`config.mk`:
```
export PLATFORM = sky130hd
export DESIGN_NAME = pwl_act_pipe
export DESIGN_NICKNAME = d
export VERILOG_FILES = /design/src/rtl/pwl_act_pipe.sv
export SDC_FILE = /design/constraint.sdc
export NUM_CORES = 2
export LEC_CHECK = 0
export CAP_MARGIN = 20
export CORE_UTILIZATION = 55
export CTS_BUF_LIST = sky130_fd_sc_hd__clkbuf_4 sky130_fd_sc_hd__clkbuf_8 sky130_fd_sc_hd__clkbuf_16
export DETAILED_ROUTE_END_ITERATION = 16
export PLACE_DENSITY = 0.71
export RECOVER_POWER = 25
export REMOVE_ABC_BUFFERS = 1
export SYNTH_ARGS = -nofsm -noshare
export SYNTH_HDL_FRONTEND = slang
export SYNTH_SLANG_ARGS = --single-unit
```
`constraint.sdc`:
```
create_clock -name clk -period 20.4 [get_ports clk]
set_input_delay 4.08 -clock clk [delete_from_list [all_inputs] [get_ports clk]]
set_output_delay 4.08 -clock clk [all_outputs]
set_load 0.03 [all_outputs]
```
`src/rtl/pwl_act_pipe.sv`:
```
// Three-stage piecewise-linear activation: segment select, slope multiply, bias/symmetry/saturate.
// Segment table is runtime-loadable, and writes are taken only while the pipeline is empty.
module pwl_act_pipe #(
    parameter int DATA_W     = 16,
    parameter int FRAC_W     = 9,
    parameter int SEG        = 32,
    parameter int SLOPE_W    = 16,
    parameter int SLOPE_FRAC = 8
) (
    input  logic                                                 clk,
    input  logic                                                 rst,
    input  logic                                                 in_valid,
    output logic                                                 in_ready,
    input  logic signed [DATA_W-1:0]                             in_x,
    input  logic [1:0]                                           in_mode,
    output logic                                                 out_valid,
    input  logic                                                 out_ready,
    output logic signed [DATA_W-1:0]                             out_y,
    input  logic                                                 cfg_we,
    input  logic [$clog2(SEG)-1:0]                               cfg_addr,
    input  logic [1:0]                                           cfg_field,
    input  logic [((DATA_W > SLOPE_W) ? DATA_W : SLOPE_W)-1:0]   cfg_data,
    output logic                                                 busy
);

    localparam int IDX_W  = $clog2(SEG);
    localparam int PROD_W = DATA_W + 1 + SLOPE_W;
    localparam logic signed [DATA_W-1:0] X_MAX = {1'b0, {(DATA_W-1){1'b1}}};
    localparam logic signed [DATA_W-1:0] X_MIN = {1'b1, {(DATA_W-1){1'b0}}};
    localparam logic signed [PROD_W:0]   W_MAX = {{(PROD_W+2-DATA_W){1'b0}}, {(DATA_W-1){1'b1}}};
    localparam logic signed [PROD_W:0]   W_MIN = {{(PROD_W+2-DATA_W){1'b1}}, {(DATA_W-1){1'b0}}};
    localparam logic signed [PROD_W:0]   W_ONE = {{(PROD_W-FRAC_W){1'b0}}, 1'b1, {FRAC_W{1'b0}}};

    function automatic logic signed [DATA_W-1:0] sat_data(input logic signed [PROD_W:0] v);
        logic signed [DATA_W-1:0] r;
        if (v > W_MAX) begin
            r = W_MAX[DATA_W-1:0];
        end else if (v < W_MIN) begin
            r = W_MIN[DATA_W-1:0];
        end else begin
            r = v[DATA_W-1:0];
        end
        return r;
    endfunction

    logic signed [DATA_W-1:0]  bp_tab    [SEG];
    logic signed [DATA_W-1:0]  base_tab  [SEG];
    logic signed [SLOPE_W-1:0] slope_tab [SEG];
    logic signed [DATA_W-1:0]  bias_tab  [SEG];

    logic                      en_s;
    logic                      cfg_ok_s;
    logic                      fold_s;
    logic signed [DATA_W-1:0]  x_eff_s;
    logic [IDX_W-1:0]          idx_s;
    logic signed [DATA_W:0]    diff_s;
    logic signed [SLOPE_W-1:0] slope_sel_s;
    logic signed [PROD_W-1:0]  prod_s;
    logic signed [PROD_W-1:0]  shifted_s;
    logic signed [PROD_W:0]    sum_s;
    logic signed [DATA_W-1:0]  f_s;
    logic signed [PROD_W:0]    f_w_s;
    logic signed [PROD_W:0]    y_pre_s;
    logic signed [DATA_W-1:0]  y_s;

    logic                      v1_r, v2_r;
    logic signed [DATA_W-1:0]  x1_r;
    logic [IDX_W-1:0]          idx1_r, idx2_r;
    logic                      sig1_r, odd1_r, sig2_r, odd2_r;
    logic signed [PROD_W-1:0]  prod2_r;

    assign en_s     = ~out_valid | out_ready;
    assign in_ready = en_s & ~cfg_we;
    assign busy     = v1_r | v2_r | out_valid;
    assign cfg_ok_s = cfg_we & ~busy;

    // S1: fold negative inputs for symmetric modes, then pick the highest segment whose breakpoint is met
    always_comb begin
        fold_s = ((in_mode == 2'd1) || (in_mode == 2'd2)) && in_x[DATA_W-1];
        if (fold_s) begin
            x_eff_s = (in_x == X_MIN) ? X_MAX : -in_x;
        end else begin
            x_eff_s = in_x;
        end
        idx_s = '0;
        for (int i = 1; i < SEG; i++) begin
            idx_s = (x_eff_s >= bp_tab[i]) ? IDX_W'(i) : idx_s;
        end
    end

    // S2/S3 arithmetic: widths are kept full until the final saturations
    always_comb begin
        diff_s      = {x1_r[DATA_W-1], x1_r} - {base_tab[idx1_r][DATA_W-1], base_tab[idx1_r]};
        slope_sel_s = slope_tab[idx1_r];
        prod_s      = PROD_W'(diff_s) * PROD_W'(slope_sel_s);
        shifted_s   = prod2_r >>> SLOPE_FRAC;
        sum_s       = (PROD_W+1)'(shifted_s) + (PROD_W+1)'(bias_tab[idx2_r]);
        f_s         = sat_data(sum_s);
        f_w_s       = (PROD_W+1)'(f_s);
        if (sig2_r) begin
            y_pre_s = W_ONE - f_w_s;
        end else if (odd2_r) begin
            y_pre_s = -f_w_s;
        end else begin
            y_pre_s = f_w_s;
        end
        y_s = sat_data(y_pre_s);
    end

    // Segment table: cleared on reset, written only when no sample is in flight
    always_ff @(posedge clk) begin
        if (rst) begin
            for (int i = 0; i < SEG; i++) begin
                bp_tab[i]    <= '0;
                base_tab[i]  <= '0;
                slope_tab[i] <= '0;
                bias_tab[i]  <= '0;
            end
        end else if (cfg_ok_s) begin
            case (cfg_field)
                2'd0:    bp_tab[cfg_addr]    <= cfg_data[DATA_W-1:0];
                2'd1:    base_tab[cfg_addr]  <= cfg_data[DATA_W-1:0];
                2'd2:    slope_tab[cfg_addr] <= cfg_data[SLOPE_W-1:0];
                default: bias_tab[cfg_addr]  <= cfg_data[DATA_W-1:0];
            endcase
        end
    end

    // Pipeline registers: every stage moves together on en_s so a stalled output freezes the whole pipe
    always_ff @(posedge clk) begin
        if (rst) begin
            v1_r      <= 1'b0;
            v2_r      <= 1'b0;
            out_valid <= 1'b0;
            out_y     <= '0;
            x1_r      <= '0;
            idx1_r    <= '0;
            idx2_r    <= '0;
            sig1_r    <= 1'b0;
            odd1_r    <= 1'b0;
            sig2_r    <= 1'b0;
            odd2_r    <= 1'b0;
            prod2_r   <= '0;
        end else if (en_s) begin
            v1_r      <= in_valid & in_ready;
            x1_r      <= x_eff_s;
            idx1_r    <= idx_s;
            sig1_r    <= (in_mode == 2'd1) && in_x[DATA_W-1];
            odd1_r    <= (in_mode == 2'd2) && in_x[DATA_W-1];
            v2_r      <= v1_r;
            prod2_r   <= prod_s;
            idx2_r    <= idx1_r;
            sig2_r    <= sig1_r;
            odd2_r    <= odd1_r;
            out_valid <= v2_r;
            out_y     <= y_s;
        end else begin
            v1_r      <= v1_r;
            out_valid <= out_valid;
        end
    end

endmodule

```
# --- Yosys cells after proc, flatten, opt, wreduce, memory -nomap -nowiden ---
# Memory sizes are Yosys's and may differ from the RTL's. A register that Yosys moved wholly into a read port is not among the register bits.
# Index checks and enable logic that the tools add are counted.
# Widths: inputs -> output; s select.
totals:
  regBits: 82
  ram_bits: 2048
  output_inout_bits: 19
  mem_count: 4
op_classes:
  addsub: 5
  multipliers: 1
  magnitude_cmp: 35
  eq_ne: 5
  mux: 75
  n_bitwise: 9
  n_reduce_logical: 10
mem_list:
  columns: ["name", "depth", "width", "rd", "rd_ports_with_merged_regs", "write_ports", "line", "rtl"]
  rows:
  - ["base_tab", 32, 16, 1, 1, 32, "47", "logic signed [DATA_W-1:0] base_tab [SEG];"]
  - ["bias_tab", 32, 16, 1, 1, 32, "49", "logic signed [DATA_W-1:0] bias_tab [SEG];"]
  - ["bp_tab", 32, 16, 31, 0, 32, "46", "logic signed [DATA_W-1:0] bp_tab [SEG];"]
  - ["slope_tab", 32, 16, 1, 1, 32, "48", "logic signed [SLOPE_W-1:0] slope_tab [SEG];"]
op_table:
  columns: ["operator", "n"]
  rows:
  - ["$ge 16x16->1", 31]
  - ["$mux 16", 10]
  - ["$mux 5", 26]
  - ["$mux 34", 2]
  - ["$reduce_or 16->1", 4]
  - ["$gt 34x16->1 const B", 1]
  - ["$lt 34x16->1 const B", 1]
  - ["$neg 16->34", 1]
  - ["$mul 17x16->33", 1]
  - ["$mux 4", 8]
  - ["$add 25x16->26", 1]
  - ["$gt 26x16->1 const B", 1]
  - ["$lt 26x16->1 const B", 1]
  - ["$mux 1", 23]
  - ["$sub 11x16->17 const A", 1]
  - ["$sub 16x16->17", 1]
  - ["$eq 16x16->1 const B", 1]
  - ["$neg 16->16", 1]
  - ["$mux 3", 4]
  - ["$eq 2x1->1 const B", 2]
  - ["$eq 2x2->1 const B", 2]
  - ["$mux 2", 2]
  - ["$and 1x1->1", 3]
  - ["$logic_and 1x1->1", 3]
  - ["other kinds (5)", 9]

# --- Depth between registers and ports, before layout ---
depth:
  ltp_word: 38
  depth_mapped: 47
  depth_no_buf: 41

# --- Least setup slack after synthesis ---
# Ideal clock, no wire load.
synth_path:
  kind: "flip-flop to flip-flop"
  start: "register with a tool-made name"
  end: "register prod2_r[32]"
  setup_time_ns: 0.079
  arrival_time_ns: 11.693
  required_ns: 20.321
  path_slack_ns: 8.628
  path_stages_with_launch: 43
  cell_sequence: "dfxtp_1 -> buf_2 -> buf_2 -> buf_2 -> buf_2 -> buf_2 -> buf_1 -> mux4_2 -> mux4_2 -> mux2i_1 -> ha_1 -> a21o_1 -> a21oi_1 -> o21ai_0 -> a21oi_1 -> o21ai_0 -> a21oi_1 -> o21ai_0 -> [... 7 more ...] -> inv_1 -> fa_1 -> fa_1 -> fa_1 -> fa_1 -> inv_1 -> fa_1 -> ha_1 -> o211a_1 -> nor2b_1 -> a22oi_1 -> a21oi_2 -> or3_4 -> nand3_2 -> nand3b_2 -> o31ai_2 -> xnor2_1 -> a211oi_2"
synth_rtl:
  columns: ["item", "line", "rtl"]
  rows:
  - ["end signal: assignment", "151", "prod2_r <= prod_s;"]
  - ["end: declaration", "70", "logic signed [PROD_W-1:0] prod2_r;"]

==> flow_summary.yaml <==
run_status:
  outcome: "finished, violations left"
  violations: "max-capacitance violations, max-slew violations"
global_routing:
  antenna_found_initial: 27
  grt_pass1_wl_mm: 480
  grt_max_degree: 101
  grt_usage: 0.299
  grt_pass1_vias: 74900
  grt_overflow: 0
cts:
  clk_pin_slew_ns: 0.06
  clk_path_buf_depth: 3
  holdBufCountCts: 0
  root_buffer: "clkbuf_16"
  htree_levels: 4
  worstSkewPairLatency_ns: 0.88
  cts_tree: "built"
  cts.sinks: 2116
  cts_buffers: 213
  cts_setup_buffers: 0
  cts_resized: 0
setup_path:
  cp_max_fo: 100
  r2r_slack_ns: 7.89
  slowest_stage: "o211ai_1"
  start_kind: "flop"
  crit_path_end_kind: "flop"
  slowest_delay_ns: 0.93
  arrival_ns: 13.31
  cpMostUsedCell: "fa_1"
  cp.required_ns: 21.20
  setup.worst_path.class: "reg2reg"
logic_synthesis:
  synth_top_family_by_area: "simple AND/OR/NAND/NOR gates"
  syn_area_per_cell_sq_um: 12.8
  synth_compound_area_frac: 0.0490
  yosysWarnings: 0
  synthXorXnorAreaFrac: 0.00487
  ys_ff_latch: 2116
  synth-main-ff-cell: "edfxtp_1"
  yosysSeqAreaShare: 0.530
  syn_area_sq_um: 118000
  yosys.area_share.simple: 0.163
  muxShareOfSynthArea: 0.0961
  synthAdderAreaFrac: 0.113
  synth_edf_count: 2032
  synthCells: 9223
  synth_cell_types: 97
  synth-async-reset-ratio: 0
timing:
  period_needed_ns: 12.51
  timing.fmax_mhz: 79.9
  hold_viol: 0
  setup_slack_ns: 7.89
  fin_tns_setup_ns: 0
  clock_skew_ns: 0.0389
  tightest_slew_ns: 3.18
  drv_slew: 157
  rsz0062_at_grt: "false"
  setup_violations: 0
  period_share: 0.613
  relSlewSlack: -1.12
pwr:
  cellLeakagePower_uw: 0.0500
  power.density_nw_per_um2: 138
  ir_drop_v: 0.000506
place:
  dp_slack_ns: 8.12
  gp_congestion: 0.916
  hpwl_mm: 201
  numPortBuffers: 64
floorplan:
  fp.coreArea_sq_um: 213000
  dieWidth_microns: 466
  io_pins: 65
  die_h_microns: 466
  initial_core_util: 0.556
  die_area_sq_um: 217000
  rows: 169
route:
  routed_via_density: 6.12
  drcViolationCount: 0
  routed_wl_mm: 322
  vias: 74100
  dr.pass1.iters: 8
  drt-initial-drc-count: 8508
  wire_per_inst_microns: 26.6
  ant_nets: 0
layout:
  ff_latch_area_sq_um: 62700
  fin_nets: 10000
  syn_to_final_growth_pct: 8.76
  multiInputGateArea_sq_um: 50700
  fillCellCount: 16200
  drive_gt1_frac: 0.130
run:
  drv_cap: 5
hold_path:
  holdCritPathClass: "reg2reg"
per-layer routing:
layer | part of all wire | track usage | wire, microns | up-vias
li1 | - | - | - | 32300
met2 | 0.47 | 0.479 | 151000 | 3375
met3 | 0.096 | 0.0553 | 30900 | 666
met4 | 0.040 | 0.108 | 12900 | 16
met5 | 0.00030 | 0 | 98 | -
met1 | 0.40 | 0.410 | 127000 | 37800
cells in the mapped netlist, types with 51 or more instances:
master,number,area [sq um]
nand4_1,94,588
nor3_1,59,295
nand2_1,351,1320
mux4_2,480,10800
a21o_1,126,946
clkbuf_1,519,1950
or2_2,135,845
dfxtp_1,84,1680
inv_1,785,2950
a21oi_1,220,1100
and2_1,2056,12900
o21ai_0,152,761
ha_1,623,7790
nand2b_1,65,407
xnor2_1,51,447
nor2b_1,93,582
o21a_1,74,556
edfxtp_1,2032,61000
nor2_1,337,1260
nand3_1,73,365
fa_1,278,5570
area by class of cell:
class                   count  area share
inverters                 785      0.0229
clock buffers             273      0.0457
clock inverters           124     0.00876
flip-flops and latches   2116       0.487
repair buffers            252      0.0143
well taps                2821      0.0274
diodes                     10    0.000194
multi-input cells        5734       0.393
placed cells by master (no fill, tap or decap), drive strengths merged, types with 52 or more instances in the layout:
cell type and n:
and2 2059, edfxtp 2032, inv 793, ha 623, mux4 480, nand2 351, clkbuf 347, nor2 337
fa 278, a21oi 223, o21ai 170, or2 136, buf 131, a21o 126, clkinv 98, nand4 94
nor2b 93, dfxtp 84, nand3 75, o21a 74, nand2b 65, nor3 62, xnor2 52
kinds of logic (layout without fill, tap and decap cells):
logic type      after synthesis  in the layout
simple gates               3370           3370
mux                         532            532
other cells                   0             10
fa+ha+maj                   902            902
buf+inv                    1373           1434
xor+xnor                     65             65
flops                      2116           2116
compound gates              865            865
sequential cells by signal, indices dropped and copies added, names as in the netlist, 5 cells and up, named ones only:
name and flops:
base_tab 512, bias_tab 512, slope_tab 512, bp_tab 496, prod2_r 25, out_y 16
x1_r 16, idx1_r 5, idx2_r 5
per-stage QoR:
step,hold WS (ns),utilization,area (sq um),instances,total power (uW)
CTS,0.453,0.605,129000,12100,17800
global route,0.476,0.604,129000,12100,19200
detailed placement,0.441,0.572,122000,11700,13900
global placement,0.438,0.572,122000,11700,13700
floorplan,0.424,-,116000,8635,11900
finish,0.455,0.605,129000,12100,17700
worst max-delay path, delay by kind of cell (launching register included):
| family | cells | cell delay (ns) |
|---|---|---|
| flip-flops | 1 | 0.67 |
| AND/OR/NAND/NOR | 5 | 0.91 |
| multiplexers | 3 | 1.63 |
| adder cells (fa/ha/maj) | 8 | 3.77 |
| buffers and inverters | 2 | 0.60 |
| XOR/XNOR | 1 | 0.12 |
| AO/OA/AOI/OAI | 16 | 4.38 |
worst paths after layout:
check	start	cells after the start	end
max	flop	35	prod2_r[32]$_SDFFE_PP0N_
min	idx2_r[0]$_SDFFE_PP0N_	2	flop
min reg2reg	idx2_r[0]$_SDFFE_PP0N_	2	flop
max reg2reg	flop	35	prod2_r[32]$_SDFFE_PP0N_
report_power, final:
group / internal [uW] / switching [uW]
clock: 2200 / 1730
combinational: 3810 / 4930
sequential: 4950 / 84.2
total: 11000 / 6740
No activity file was read; power rests on OpenSTA's default activity.
